`config.mk`:
```
export PLATFORM = sky130hd
export DESIGN_NAME = jtcontra_gfx_rom_arb
export DESIGN_NICKNAME = d
export VERILOG_FILES = /design/src/rtl/jtcontra_gfx_rom_arb.sv
export SDC_FILE = /design/constraint.sdc
export NUM_CORES = 1
export LEC_CHECK = 0
export BUFFER_PORTS_ARGS = -buffer_cell sky130_fd_sc_hd__buf_4
export CORE_MARGIN = 2
export CORE_UTILIZATION = 42
export CTS_CLUSTER_DIAMETER = 30
export CTS_CLUSTER_SIZE = 30
export DETAILED_ROUTE_END_ITERATION = 8
export HOLD_SLACK_MARGIN = 0.05
export PLACE_DENSITY = 0.77
export SLEW_MARGIN = 15
export SYNTH_ARGS = -nofsm -noshare
export SYNTH_HDL_FRONTEND = slang
export SYNTH_SLANG_ARGS = --single-unit
```
`constraint.sdc`:
```
create_clock -name clk24 -period 1.4 [get_ports clk24]
set_input_delay 0.28 -clock clk24 [delete_from_list [all_inputs] [get_ports clk24]]
set_output_delay 0.28 -clock clk24 [all_outputs]
set_load 0.005 [all_outputs]
```
`src/rtl/jtcontra_gfx_rom_arb.sv`:
```
// ---------------------------------------------------------------------------
// jtcontra_gfx_rom_arb
//
// Shares one SDRAM graphics-ROM slot between the two fetch engines of the
// 007121 graphics unit: requester 0 is the tile/scroll scanner and
// requester 1 is the object line drawer. A requester holds reqN_cs high
// until it sees reqN_ok. The arbiter then does the following:
//   - latches the winner's address;
//   - drives the ROM slot;
//   - skips one settle cycle, because rom_ok may still describe the
//     previous address;
//   - waits for rom_ok;
//   - returns the word with a one-cycle ok pulse.
//
// Ports
//   clk24               clock, all logic on the rising edge
//   rst                 synchronous active-high reset
//   req0_cs/req0_addr   requester 0 request and word address
//   req0_data/req0_ok   requester 0 data and one-cycle valid pulse
//   req1_cs/req1_addr   requester 1 request and word address
//   req1_data/req1_ok   requester 1 data and one-cycle valid pulse
//   rom_addr/rom_cs     SDRAM slot address and request (registered)
//   rom_data/rom_ok     SDRAM slot data and level valid
//   busy                high whenever the arbiter is not idle
// ---------------------------------------------------------------------------
module jtcontra_gfx_rom_arb #(
    parameter int AW         = 18,
    parameter int DW         = 16,
    parameter bit FIXED_PRIO = 1'b0
) (
    input  logic          clk24,
    input  logic          rst,
    input  logic          req0_cs,
    input  logic [AW-1:0] req0_addr,
    output logic [DW-1:0] req0_data,
    output logic          req0_ok,
    input  logic          req1_cs,
    input  logic [AW-1:0] req1_addr,
    output logic [DW-1:0] req1_data,
    output logic          req1_ok,
    output logic [AW-1:0] rom_addr,
    output logic          rom_cs,
    input  logic [DW-1:0] rom_data,
    input  logic          rom_ok,
    output logic          busy
);

    typedef enum logic [1:0] {
        ST_IDLE   = 2'd0,
        ST_SETTLE = 2'd1,
        ST_WAIT   = 2'd2,
        ST_DONE   = 2'd3
    } state_t;

    state_t        state_q, state_d;
    logic          gnt_q, gnt_d;      // requester owning the current transfer
    logic          last_q, last_d;    // requester granted most recently
    logic [AW-1:0] rom_addr_q, rom_addr_d;
    logic          rom_cs_q, rom_cs_d;
    logic [DW-1:0] req0_data_q, req0_data_d;
    logic [DW-1:0] req1_data_q, req1_data_d;
    logic          req0_ok_q, req0_ok_d;
    logic          req1_ok_q, req1_ok_d;
    logic          busy_q;

    logic          gnt_cs_s;          // cs of the requester currently granted
    logic          pick_s;            // winner if a grant happens in IDLE

    // Next-state and output decode for the grant/transfer sequencer
    always_comb begin
        state_d     = state_q;
        gnt_d       = gnt_q;
        last_d      = last_q;
        rom_addr_d  = rom_addr_q;
        rom_cs_d    = rom_cs_q;
        req0_data_d = req0_data_q;
        req1_data_d = req1_data_q;
        req0_ok_d   = 1'b0;            // ok is only ever a single-cycle pulse
        req1_ok_d   = 1'b0;
        gnt_cs_s    = gnt_q ? req1_cs : req0_cs;
        pick_s      = 1'b0;

        // On a tie, round-robin hands the slot to whoever was not served last
        if (req0_cs && req1_cs) begin
            pick_s = FIXED_PRIO ? 1'b0 : ~last_q;
        end else if (req1_cs) begin
            pick_s = 1'b1;
        end else begin
            pick_s = 1'b0;
        end

        case (state_q)
            ST_IDLE: begin
                if (req0_cs || req1_cs) begin
                    gnt_d      = pick_s;
                    last_d     = pick_s;
                    rom_addr_d = pick_s ? req1_addr : req0_addr;
                    rom_cs_d   = 1'b1;
                    state_d    = ST_SETTLE;
                end else begin
                    state_d = ST_IDLE;
                end
            end
            // rom_ok may still refer to the previous address here: ignore it
            ST_SETTLE: begin
                if (!gnt_cs_s) begin
                    rom_cs_d = 1'b0;
                    state_d  = ST_IDLE;
                end else begin
                    state_d = ST_WAIT;
                end
            end
            ST_WAIT: begin
                if (!gnt_cs_s) begin
                    // Requester withdrew: drop the slot without an ok pulse
                    rom_cs_d = 1'b0;
                    state_d  = ST_IDLE;
                end else if (rom_ok) begin
                    if (gnt_q) begin
                        req1_data_d = rom_data;
                        req1_ok_d   = 1'b1;
                    end else begin
                        req0_data_d = rom_data;
                        req0_ok_d   = 1'b1;
                    end
                    rom_cs_d = 1'b0;
                    state_d  = ST_DONE;
                end else begin
                    state_d = ST_WAIT;
                end
            end
            // ok pulse is visible for this one cycle; requester drops cs now
            ST_DONE: begin
                state_d = ST_IDLE;
            end
            default: begin
                rom_cs_d = 1'b0;
                state_d  = ST_IDLE;
            end
        endcase
    end

    // State and output registers with synchronous reset
    always_ff @(posedge clk24) begin
        if (rst) begin
            state_q     <= ST_IDLE;
            gnt_q       <= 1'b0;
            last_q      <= 1'b1;       // first tie after reset goes to requester 0
            rom_addr_q  <= {AW{1'b0}};
            rom_cs_q    <= 1'b0;
            req0_data_q <= {DW{1'b0}};
            req1_data_q <= {DW{1'b0}};
            req0_ok_q   <= 1'b0;
            req1_ok_q   <= 1'b0;
            busy_q      <= 1'b0;
        end else begin
            state_q     <= state_d;
            gnt_q       <= gnt_d;
            last_q      <= last_d;
            rom_addr_q  <= rom_addr_d;
            rom_cs_q    <= rom_cs_d;
            req0_data_q <= req0_data_d;
            req1_data_q <= req1_data_d;
            req0_ok_q   <= req0_ok_d;
            req1_ok_q   <= req1_ok_d;
            busy_q      <= (state_d != ST_IDLE);
        end
    end

    assign rom_addr  = rom_addr_q;
    assign rom_cs    = rom_cs_q;
    assign req0_data = req0_data_q;
    assign req1_data = req1_data_q;
    assign req0_ok   = req0_ok_q;
    assign req1_ok   = req1_ok_q;
    assign busy      = busy_q;

endmodule
```
# After elaboration in Yosys (flattened, before gate mapping)
# Index checks and enable logic that the tools add are counted.
# word_totals
ff_bits,58
input_bits,57
elab_cells,47
# op_classes
eq_ne,6
mux,16
bitwise_logic,5
reduce_logical,10
# ops
cell,count
$mux W18,1
$reduce_and A4 Y1,3
$mux W1,11
$pmux W2 S4,1
$not A1 Y1,5
$eq A2 B2 Y1 const B,2
$mux W2,2
$ne A2 B2 Y1 const B,2
$reduce_or A4 Y1,1
$ne A3 B3 Y1 const B,1
$pmux W1 S3,1
$reduce_bool A3 Y1,1
$eq A2 B1 Y1 const B,1
$logic_not A2 Y1,1
$reduce_and A2 Y1,1
$reduce_bool A2 Y1,1
$logic_and A1 B1 Y1,1
$logic_or A1 B1 Y1,1

# Logic depth before layout (Yosys ltp)
# Gate-level depths: netlist of run 1.
# depth
word_depth,4
depth_mapped,8

# Worst setup path after synthesis of run 1
# OpenSTA, ideal clock, no wires.
# synth_timing
path_type,register to register
from,register state_q[0]
to,"register req0_data_q[6], in the netlist req0_data[6]"
setup_time_ns,0.135
arrival_ns,1.327
required_time_ns,1.265
slack_ns,-0.062
stages_incl_launch_ff,9
n_path_buf,2
period_less_slack_ns,1.462
cell_sequence,dfxtp_1 -> inv_1 -> ha_1 -> and3b_1 -> and2_1 -> buf_4 -> buf_6 -> nand2_1 -> a21oi_1
# synth_between
elab_chain_len,2
# synth_lines
element,line,source
start: declaration,55,"state_t state_q, state_d;"
start signal: assignment,157,state_q <= state_d;
$eq A2 B2 Y1,92,case (state_q)
$reduce_and A4 Y1 (no line),n/a,
end signal: assignment,151,req0_data_q <= {DW{1'b0}};
end signal: assignment,162,req0_data_q <= req0_data_d;
end: declaration,60,"logic [DW-1:0] req0_data_q, req0_data_d;"
# Every way passes these cells.
# A chain may end at the register's enable or synchronous reset.

# Worst setup path after layout of run 1
# layout_timing
from,register state_q[0]
to,"register req0_data_q[13], in the netlist req0_data[13]"
# The elaborated chain is that of the path after synthesis.

==> key figures, run 1 <==
Run status
  • Status: finished, final reports clean

Setup path
  • CP Buf/Inv Count: 2
  • CP Capture Type: flip-flop
  • Critical path class: flip-flop to flip-flop
  • Crit path max-delay family: simple AND/OR/NAND/NOR gates
  • Reg2reg setup slack: 30 ps
  • Critical Path Stages: 7
  • Reg-to-reg endpoint: req0_data[13]
  • FF-to-FF Start: state_q[0]
  • CP cell instances: inv_4 -> ha_2 -> and3b_2 -> buf_6 -> nand2_8 -> nand2_1 -> a21oi_2
  • FF-to-FF path depth: 7
  • CP arrival: 1630 ps
  • CP required: ~1700 ps
  • Worst path max stage delay: around 350 ps
  • Crit Path Max Fanout: 9
  • Critical Path Source Type: flip-flop
  • Critical path's slowest cell: dfxtp_2

Global routing
  • Largest net degree at the start of global routing: 34
  • First-pass GRT wire length: 9.687 mm
  • Grt total ovfl: 0
  • Gr usage total: 19.67%
  • Initial antenna violation count: 0
  • Vias in the first global route: 2164

Worst hold path
  • Hold Crit Start: rom_data[11]
  • Min-Delay Path Depth: 3
  • Hold crit path type: primary input to flip-flop
  • Hold Path End: req1_data[11]

Die
  • Core area: 5540 um2
  • Chip width: 79.97 um
  • Number of top-level pins: 111
  • Row count: 27
  • DIE AREA: 6394 um2
  • Initial Util: 43.74%
  • Die H: 79.97 um

Detailed routing
  • Vias per Instance: approximately 5.0
  • Routed length per instance: approximately 14 um
  • DRT Wirelength: between 6 and 7 mm
  • Iter 0 DRT Violations: 129
  • DR vias: about 2400
  • First-pass iteration count of the detailed router: 4
  • DRC viols: 0
  • Routed Antenna Nets: 0

Clocking
  • Worst-path clk slew: 60 ps
  • Clk buf depth: 2
  • Num CTS Buffers: 9
  • CTS tree: built
  • Root Driver: clkbuf_8
  • H-tree Lvls: 3
  • Hold_buf cts: 0
  • Latest clock arrival within the worst-skew pair: between 300 and 400 ps
  • Clock Sinks: 58

Cells and area
  • Layout fillers: 480
  • Layout cells sized above 1: 42.96%
  • Area delta synth->final: 50.28%
  • # diodes: 0
  • Layout Nets: 469

Logic synthesis
  • Post-synthesis cell area: 2424 um2
  • Yosys top cell by area: dfxtp_1
  • Netlist cell types: 30
  • Register bit count reported by yosys: 58
  • Net Count, Synth: 351
  • Mean post-synth cell area: 8.386 um2
  • Register area share after synthesis: 47.91%
  • Area contributors post-synth: dfxtp_1 48%, nand2_1 16%, a21oi_1 7.8%, a311oi_2 5.6%, buf_6 3.7%
  • Syn Inst Count: roughly 290
  • Ys Warns: 0
  • Synth top area share: 47.91%

STA
  • F_max: 0.7282 GHz
  • Slew @ Worst Pin: 345.3 ps
  • Final Cycle Share: 98.08%
  • Fin. Hold Viols: 0
  • RSZ-0062 raised after global routing: true
  • Setup-failing EPs final: 0
  • Rel. slew slack: 76.90%
  • Setup TNS Final: 0 ps
  • Final Critical Period: roughly 1400 ps
  • Final Max Tran Viols: 0
  • Final hold slack: about 210 ps
  • Clock Skews: a little under 5 ps

Placement
  • Gpl congestion: approximately 0.82
  • HPWL after DPL: about 4.4 mm
  • PortBufs: 110

Power
  • Pwr dens: between 1000 and 1500 nW/um2
  • P_leak: 1.566 nW
  • Peak VDD IR: 0.7182 mV

Flow run
  • MaxCap Viol Count: 0
logic make-up (layout without fill, tap and decap cells):
| family | count (synthesis) | in the layout | share of synthesized area (%) |
|---|---|---|---|
| AND/OR/NAND/NOR | 139 | 142 | 23.49 |
| flip-flops | 58 | 58 | 47.91 |
| buffers and inverters | 24 | 144 | 7.382 |
| multiplexers | 2 | 2 | 0.8776 |
| adder cells (fa/ha/maj) | 5 | 5 | 2.581 |
| AO/OA/AOI/OAI | 61 | 61 | 17.76 |
metrics by stage:
stage                     setup WS [ps]  instances  total power [W]  area, um2  utilization, %
after floorplan                   14.65        289         0.002089       2427               -
after global placement           -131.4        459         0.002348       3281           59.21
after detailed placement         -232.5        459         0.002359       3281           59.21
after CTS                        0.8916        478         0.003683       3497           63.12
after global routing             -25.97        484         0.003886       3642           65.74
final                             26.82        484         0.003704       3642           65.74
where the power goes:
part           internal [W]  switching, W  total (W)
Combinational      0.000348      0.000284   0.000632
Sequential          0.00173     0.0000415    0.00177
Clock              0.000690      0.000615    0.00131
Yosys cell counts (all sizes together):
master and n:
or2 1, and3b 1, and2 3, or3 1, mux2i 1, nor2 24, and3 1, nand2 105
ha 5, buf 16, nand2b 1, nor2b 2, dfxtp 58, clkbuf 5, o21ai 4, a21oi 38
mux2 1, inv 3, a31oi 1, a311oi 18
cell type report:
class	instances	area [um2]	share of cell area, %
Clock buffer	14	152.6	4.191
Multi-Input combinational cell	210	1211	33.25
Inverter	3	13.76	0.3779
Tap cell	72	90.09	2.473
Timing Repair Buffer	125	998.5	27.41
Sequential cell	58	1164	31.95
Clock inverter	2	12.51	0.3435
cells in the final DEF (no fill, tap or decap), types with 2 or more instances in the layout:
cell / Yosys / final
buf_4: 4 / 118
nand2_1: 102 / 102
dfxtp_1: 58 / 56
a21oi_1: 38 / 31
nor2_1: 23 / 23
a311oi_2: 9 / 12
clkbuf_8: 0 / 10
a21oi_2: 0 / 7
a311oi_1: 9 / 6
and2_4: 1 / 5
clkbuf_1: 5 / 4
ha_1: 5 / 3
buf_12: 0 / 3
o21ai_1: 0 / 2
nand2_8: 0 / 2
o21ai_0: 4 / 2
buf_6: 8 / 2
dfxtp_2: 0 / 2
how the worst max path moves through the flow:
stage | start | end | slack, ps
floorplan | state_q[0] | req0_data[6] | 10
global placement | state_q[0] | req0_data[12] | -130
detailed placement | state_q[0] | req0_data[10] | -230
CTS | state_q[1] | rom_addr[13] | 0.9
global route | state_q[0] | req0_data[13] | -30
finish | state_q[0] | req0_data[13] | 30
worst min-delay path, delay by kind of cell:
| kind | cells | cell delay [ps] |
|---|---|---|
| simple gates | 1 | 50 |
| compound gates | 1 | 50 |
| buf+inv | 1 | 110 |
repair_timing:
action | CTS | global route
cloned | 0 | 5
pin swaps | 0 | 6
gates resized for setup | 8 | 23
buffers inserted | 3 | 1
setup endpoints to repair | 51 | 40
registers in the layout, summed over array words and instances, names as in the netlist:
signal	count
gnt_q	1
req0_ok	1
busy	1
req1_ok	1
state_q	2
req1_data	16
rom_addr	18
rom_cs	1
req0_data	16
last_q	1
layer usage:
metal	GRT usage, %	wire length, um
met1	21.81	2705
met2	33.25	3357
met3	7.240	562
met4	9.153	74
met5	0	0
(Power assumes the default switching activity.)
==> run 2: changes to the inputs <==
Settings changed: MAX_ROUTING_LAYER set to met4.
==> key figures, run 2 (synthesis results as in run 1) <==
STA
  • F_max: 0.7314 GHz (+0.44%)
  • Setup-failing EPs final: 0 (unchanged)
  • Final Max Tran Viols: 0 (unchanged)
  • Clock Skews: 5.354 ps (+0.4283 ps)
  • Fin. Hold Viols: 0 (unchanged)
  • Rel. slew slack: 76.61% (-0.29 points)
  • Final Cycle Share: 97.66% (-0.43 points)
  • Slew @ Worst Pin: 349.7 ps (+4.374 ps)
  • RSZ-0062 raised after global routing: true
  • Final Critical Period: 1367 ps (-5.973 ps)
  • Worst setup margin: 32.79 ps (+5.973 ps)

Cells and area
  • Largest register FFs: 18 (unchanged)
  • Area delta synth->final: 49.72%
  • Most frequent cells in the layout: 118 x buf_4, 102 x nand2_1, 56 x dfxtp_1
  • Layout fillers: 484 (+0.83%)
  • Layout cells sized above 1: 42.23% (-0.73 points)
  • Commonest non-fill, non-tap cell in the layout: buf_4
  • # diodes: 0 (unchanged)
  • Layout Cells excl Fill: 484 (unchanged)
  • Layout Nets: 469 (unchanged)

Setup path
  • Crit Path Max Fanout: 9 (unchanged)
  • Worst path max stage delay: 350 ps (about the same)
  • Critical Path Source Type: flip-flop
  • Critical path's slowest cell: dfxtp_2
  • CP arrival: 1630 ps (about the same)
  • CP Capture Type: flip-flop
  • FF-to-FF Start: state_q[0]
  • Worst Setup SP: state_q[0]
  • Critical path class: flip-flop to flip-flop
  • CP cell instances: inv_4 -> ha_2 -> and3b_2 -> buf_6 -> nand2_8 -> nand2_1 -> a21oi_2
  • CP required: 1660 ps (about the same)

Placement
  • PortBufs: 110 (unchanged)
  • Dpl ws: -232.5 ps (unchanged)
  • HPWL after DPL: 4.448 mm (unchanged)
  • Post-Place Cells: 459 (unchanged)
  • Gpl congestion: 0.8294 (+1.5%)

Detailed routing
  • Vias per Instance: 4.944 (-0.50%)
  • Routed Antenna Nets: 0 (unchanged)
  • DRC viols: 0 (unchanged)
  • Iter 0 DRT Violations: 88 (-32%)
  • DR vias: 2393 (-0.50%)
  • Routed length per instance: 13.97 um (+0.93%)
  • DRT Wirelength: 6.762 mm (+0.93%)
  • First-pass iteration count of the detailed router: 4 (unchanged)

Die
  • Core area: 5540 um2 (unchanged)
  • DIE AREA: 6394 um2 (unchanged)
  • Initial Util: 43.74% (unchanged)
  • Die H: 79.97 um (unchanged)
  • Chip width: 79.97 um (unchanged)
  • Number of top-level pins: 111 (unchanged)
  • Row count: 27 (unchanged)

Clocking
  • Root Driver: clkbuf_8
  • Latest clock arrival within the worst-skew pair: 330 ps (about the same)
  • Worst-path clk slew: 60 ps (about the same)
  • H-tree Lvls: 3 (unchanged)
  • Clock Sinks: 58 (unchanged)
  • CTS tree: built
  • Num CTS Buffers: 9 (unchanged)
  • Clk buf depth: 2 (unchanged)

Global routing
  • GR met3 Demand/Resource: 5.430% (-1.8 points)
  • Grt total ovfl: 0 (unchanged)
  • Met2 Resource Use GR: 33.25% (unchanged)
  • Met1 usage: 23.00% (+1.2 points)
  • Top Usage Layer GRT: met2
  • Initial antenna violation count: 0 (unchanged)
  • First-pass GRT wire length: 9.708 mm (+0.22%)
  • Gr usage total: 20.22% (+0.55 points)
  • Largest net degree at the start of global routing: 34 (unchanged)
  • Vias in the first global route: 2158 (-0.28%)

Power
  • Peak VDD IR: 0.7248 mV (+0.91%)
  • Pwr dens: 1021 nW/um2 (+0.38%)
  • P_leak: 1.563 nW (-0.23%)

Worst hold path
  • Hold Crit Start: rom_data[11]
  • Hold crit path type: primary input to flip-flop

Flow run
  • MaxCap Viol Count: 0 (unchanged)

Run status
  • Status: finished, final reports clean
-- run 2: what timing repair did --
action,4_1_cts,5_1_grt
endpoints found under the setup margin,51,40
gates cloned,0,5
setup buffers,3,1
gates resized for setup,8,18
endpoints found under the hold margin,0,0
hold buffers,0,0
-- run 2: path summary, 6_finish.rpt --
kind / to / slack [ps] / cells past startpoint
worst min-delay path: req1_data[11] / 210 / 3
worst max-delay path: req0_data[13] / 30 / 7
worst min register to register: req1_data[10] / 460 / 2
worst max register to register: req0_data[13] / 30 / 7
-- run 2: layer usage --
layer  part of all wire (%)  vias to the layer above  wire, um
li1                       -                     1198         -
met1                     42                     1080      2839
met2                     49                      106      3302
met3                    7.7                        9       518
met4                    1.5                        0       101
met5                      0                        -         0
-- run 2: stage by stage --
step           hold WS [ps]  total power [W]  cell area, um2  utilization [%]  TNS [ps]
2_1_floorplan         416.0         0.002089            2427                -         0
3_3_place_gp          443.9         0.002348            3281            59.21     -3811
3_5_place_dp          450.8         0.002359            3281            59.21     -5877
4_1_cts               195.0         0.003683            3497            63.12         0
5_1_grt               199.9         0.003884            3628            65.49    -132.8
6_report              205.9         0.003704            3628            65.49         0
-- run 2: power by group --
part	switching (W)	internal [W]
Combinational	0.000283	0.000347
Sequential	0.0000419	0.00173
Clock	0.000617	0.000690
-- run 2: area by class of cell --
cell class                 instances  area (um2)  area share (%)
clock buffer                      14       152.6           4.207
clock inverter                     2       12.51          0.3448
inverter                           3       13.76          0.3793
multi-input combinational        210        1197           33.00
sequential                        58        1164           32.07
tap                               72       90.09           2.483
timing repair buffer             125       998.5           27.52
-- run 2: worst max-delay path, delay by kind of cell, from the launching register on --
kind,cells,cell delay (ps)
AND/OR/NAND/NOR,3,410
flip-flops,1,350
buffers and inverters,2,200
adder cells (fa/ha/maj),1,190
AO/OA/AOI/OAI,1,150
==> run 3: changes to the inputs <==
Settings changed: CORE_UTILIZATION 42 to 30, PLACE_DENSITY 0.77 to 0.58, REMOVE_ABC_BUFFERS set to 1.
==> key figures, run 3 (synthesis results as in run 1) <==
Power
  • P_leak: 1.630 nW (+4.3%)
  • Pwr dens: 1070 nW/um2 (+4.9%)
  • Tot Pwr: 0.004113 W (+11%)
  • Peak VDD IR: 0.4532 mV (-37%)

STA
  • Rel. slew slack: 75.69% (-0.92 points)
  • Slew @ Worst Pin: 363.4 ps (+13.73 ps)
  • Final Cycle Share: 97.45% (-0.21 points)
  • Final Max Tran Viols: 0 (unchanged)
  • Clock Skews: 4.111 ps (-1.243 ps)
  • Final hold slack: 201.2 ps (-4.644 ps)
  • RSZ-0062 raised after global routing: true
  • Worst setup margin: 35.76 ps (+2.965 ps)
  • Fin. Hold Viols: 0 (unchanged)
  • Setup-failing EPs final: 0 (unchanged)
  • Final Critical Period: 1364 ps (-2.965 ps)
  • F_max: 0.7330 GHz (+0.22%)

Worst hold path
  • Hold Path End: req1_data[12]
  • Hold crit path type: primary input to flip-flop
  • Hold Crit Start: rom_data[12]
  • Min-Delay Path Depth: 3 (unchanged)

Die
  • Row count: 32 (+19%)
  • Die H: 93.88 um (+17%)
  • Number of top-level pins: 111 (unchanged)
  • DIE AREA: 8813 um2 (+38%)
  • Chip width: 93.88 um (+17%)
  • Initial Util: 31.20% (-13 points)
  • Core area: 7767 um2 (+40%)

Setup path
  • Critical path class: flip-flop to flip-flop
  • CP required: 1640 ps (-20 ps)
  • Reg-to-reg endpoint: rom_addr[12]
  • Crit path max-delay family: flip-flops
  • FF-to-FF path depth: 6 (-1)
  • Worst path max stage delay: 370 ps (+20 ps)
  • CP Capture Type: flip-flop
  • FF-to-FF Start: state_q[1]
  • Critical Path Source Type: flip-flop
  • Crit Path Max Fanout: 5 (-4)
  • CP arrival: 1610 ps (-20 ps)
  • CP cell instances: inv_4 -> ha_4 -> nor2b_4 -> clkbuf_16 -> nor2_1 -> a311oi_1
  • Reg2reg setup slack: 40 ps (about the same)
  • CP Buf/Inv Count: 2 (unchanged)
  • Critical path's slowest cell: dfxtp_4

Clocking
  • H-tree Lvls: 3 (unchanged)
  • Worst-path clk slew: 70 ps (about the same)
  • Num CTS Buffers: 9 (unchanged)
  • Latest clock arrival within the worst-skew pair: 330 ps (about the same)
  • Clk buf depth: 2 (unchanged)
  • Root Driver: clkbuf_8
  • Hold_buf cts: 0 (unchanged)
  • CTS tree: built
  • Clock Sinks: 58 (unchanged)

Global routing
  • Gr usage total: 15.37% (-4.8 points)
  • Largest net degree at the start of global routing: 39 (+15%)
  • Vias in the first global route: 2116 (-1.9%)
  • First-pass GRT wire length: 10.29 mm (+6.0%)
  • Initial antenna violation count: 0 (unchanged)
  • Grt total ovfl: 0 (unchanged)

Detailed routing
  • DRT Wirelength: 6.872 mm (+1.6%)
  • DRC viols: 0 (unchanged)
  • DR vias: 2353 (-1.7%)
  • First-pass iteration count of the detailed router: 4 (unchanged)
  • Vias per Instance: 4.596 (-7.0%)
  • Routed Antenna Nets: 0 (unchanged)
  • Iter 0 DRT Violations: 51 (-42%)
  • Routed length per instance: 13.42 um (-3.9%)

Placement
  • Gpl congestion: 0.7049 (-15%)
  • PortBufs: 110 (unchanged)
  • Post-DP Area: 3347 um2 (+2.0%)
  • Dpl ws: -204.9 ps (+27.61 ps)
  • HPWL after DPL: 4.448 mm (about the same)

Cells and area
  • Layout Nets: 467 (-0.43%)
  • Largest register FFs: 18 (unchanged)
  • Multi-input logic area: 1217 um2 (+1.7%)
  • Layout cells sized above 1: 46.83% (+4.6 points)
  • Commonest non-fill, non-tap cell in the layout: buf_4
  • FF+latch area: 1166 um2 (+0.21%)
  • # diodes: 0 (unchanged)
  • Final Cell Area: 3842 um2 (+5.9%)
  • Most frequent cells in the layout: 114 x buf_4, 95 x nand2_1, 56 x dfxtp_1
  • Area delta synth->final: 58.54%
  • Layout fillers: 768 (+59%)

Flow run
  • MaxCap Viol Count: 0 (unchanged)

Run status
  • Status: finished, final reports clean
## run 3: cell count changes in the layout (fill, tap and decap cells not counted), moves of 4 or more
| cell | before | now |
|---|---|---|
| nand2_2 | 1 | 8 |
| nor2_1 | 23 | 18 |
| nand2_1 | 102 | 95 |
| buf_4 | 118 | 114 |
| nor2_2 | 1 | 6 |
| a21oi_1 | 34 | 27 |
| a21oi_2 | 4 | 11 |
## run 3: final cells by class
cell class | count | share of cell area [%]
clock buffers | 11 | 3.680
clock inverters | 5 | 2.019
inverters | 3 | 0.4233
multi-input cells | 207 | 31.68
flip-flops and latches | 58 | 30.35
well taps | 102 | 3.321
repair buffers | 126 | 28.52
## run 3: report_power, final
| part | leakage [nW] | total (W) | switching (W) | internal (W) |
|---|---|---|---|---|
| registers | 0.474 | 0.00177 | 0.0000451 | 0.00172 |
| clock network | 0.109 | 0.00171 | 0.000660 | 0.00104 |
| logic | 1.05 | 0.000640 | 0.000287 | 0.000353 |
## run 3: worst max-delay path by stage
stage | start | endpoint | slack [ps] | depth (start not counted)
after global routing | state_q[1] | rom_addr[16] | -20 | 6
after CTS | state_q[0] | req0_data[7] | 7 | 8
after detailed placement | state_q[0] | req0_data[2] | -200 | 6
final | state_q[1] | rom_addr[12] | 40 | 6
after global placement | state_q[0] | req0_data[12] | -120 | 6
after floorplan | state_q[0] | rom_addr[0] | -570 | 5
## run 3: worst register-to-register path, delay by kind of cell (launching register included)
family                   cells  cell delay (ps)
flip-flops                   1              370
buffers and inverters        2              280
adder cells (fa/ha/maj)      1              130
AO/OA/AOI/OAI                1              180
AND/OR/NAND/NOR              2              320
## run 3: timing repair
item | in CTS | in global routing
pin swaps | 1 | 35
gates resized for setup | 10 | 39
buffers inserted | 1 | 0
gates cloned | 2 | 4
setup endpoints to repair | 40 | 39
## run 3: stage by stage
step / cells / utilization, % / TNS [ps]
finish: 512 / 49.47 / 0
global route: 512 / 49.47 / -196.7
CTS: 509 / 46.94 / 0
detailed placement: 490 / 43.09 / -3260
global placement: 490 / 43.09 / -1775
floorplan: 268 / - / -10380
## run 3: routing by layer
metal	wire (um)	up-vias	global-route usage, %
met5	0	-	-
met4	102	0	5.918
met3	607	10	5.136
met2	3035	98	22.14
met1	3126	1057	19.93
li1	-	1188	-
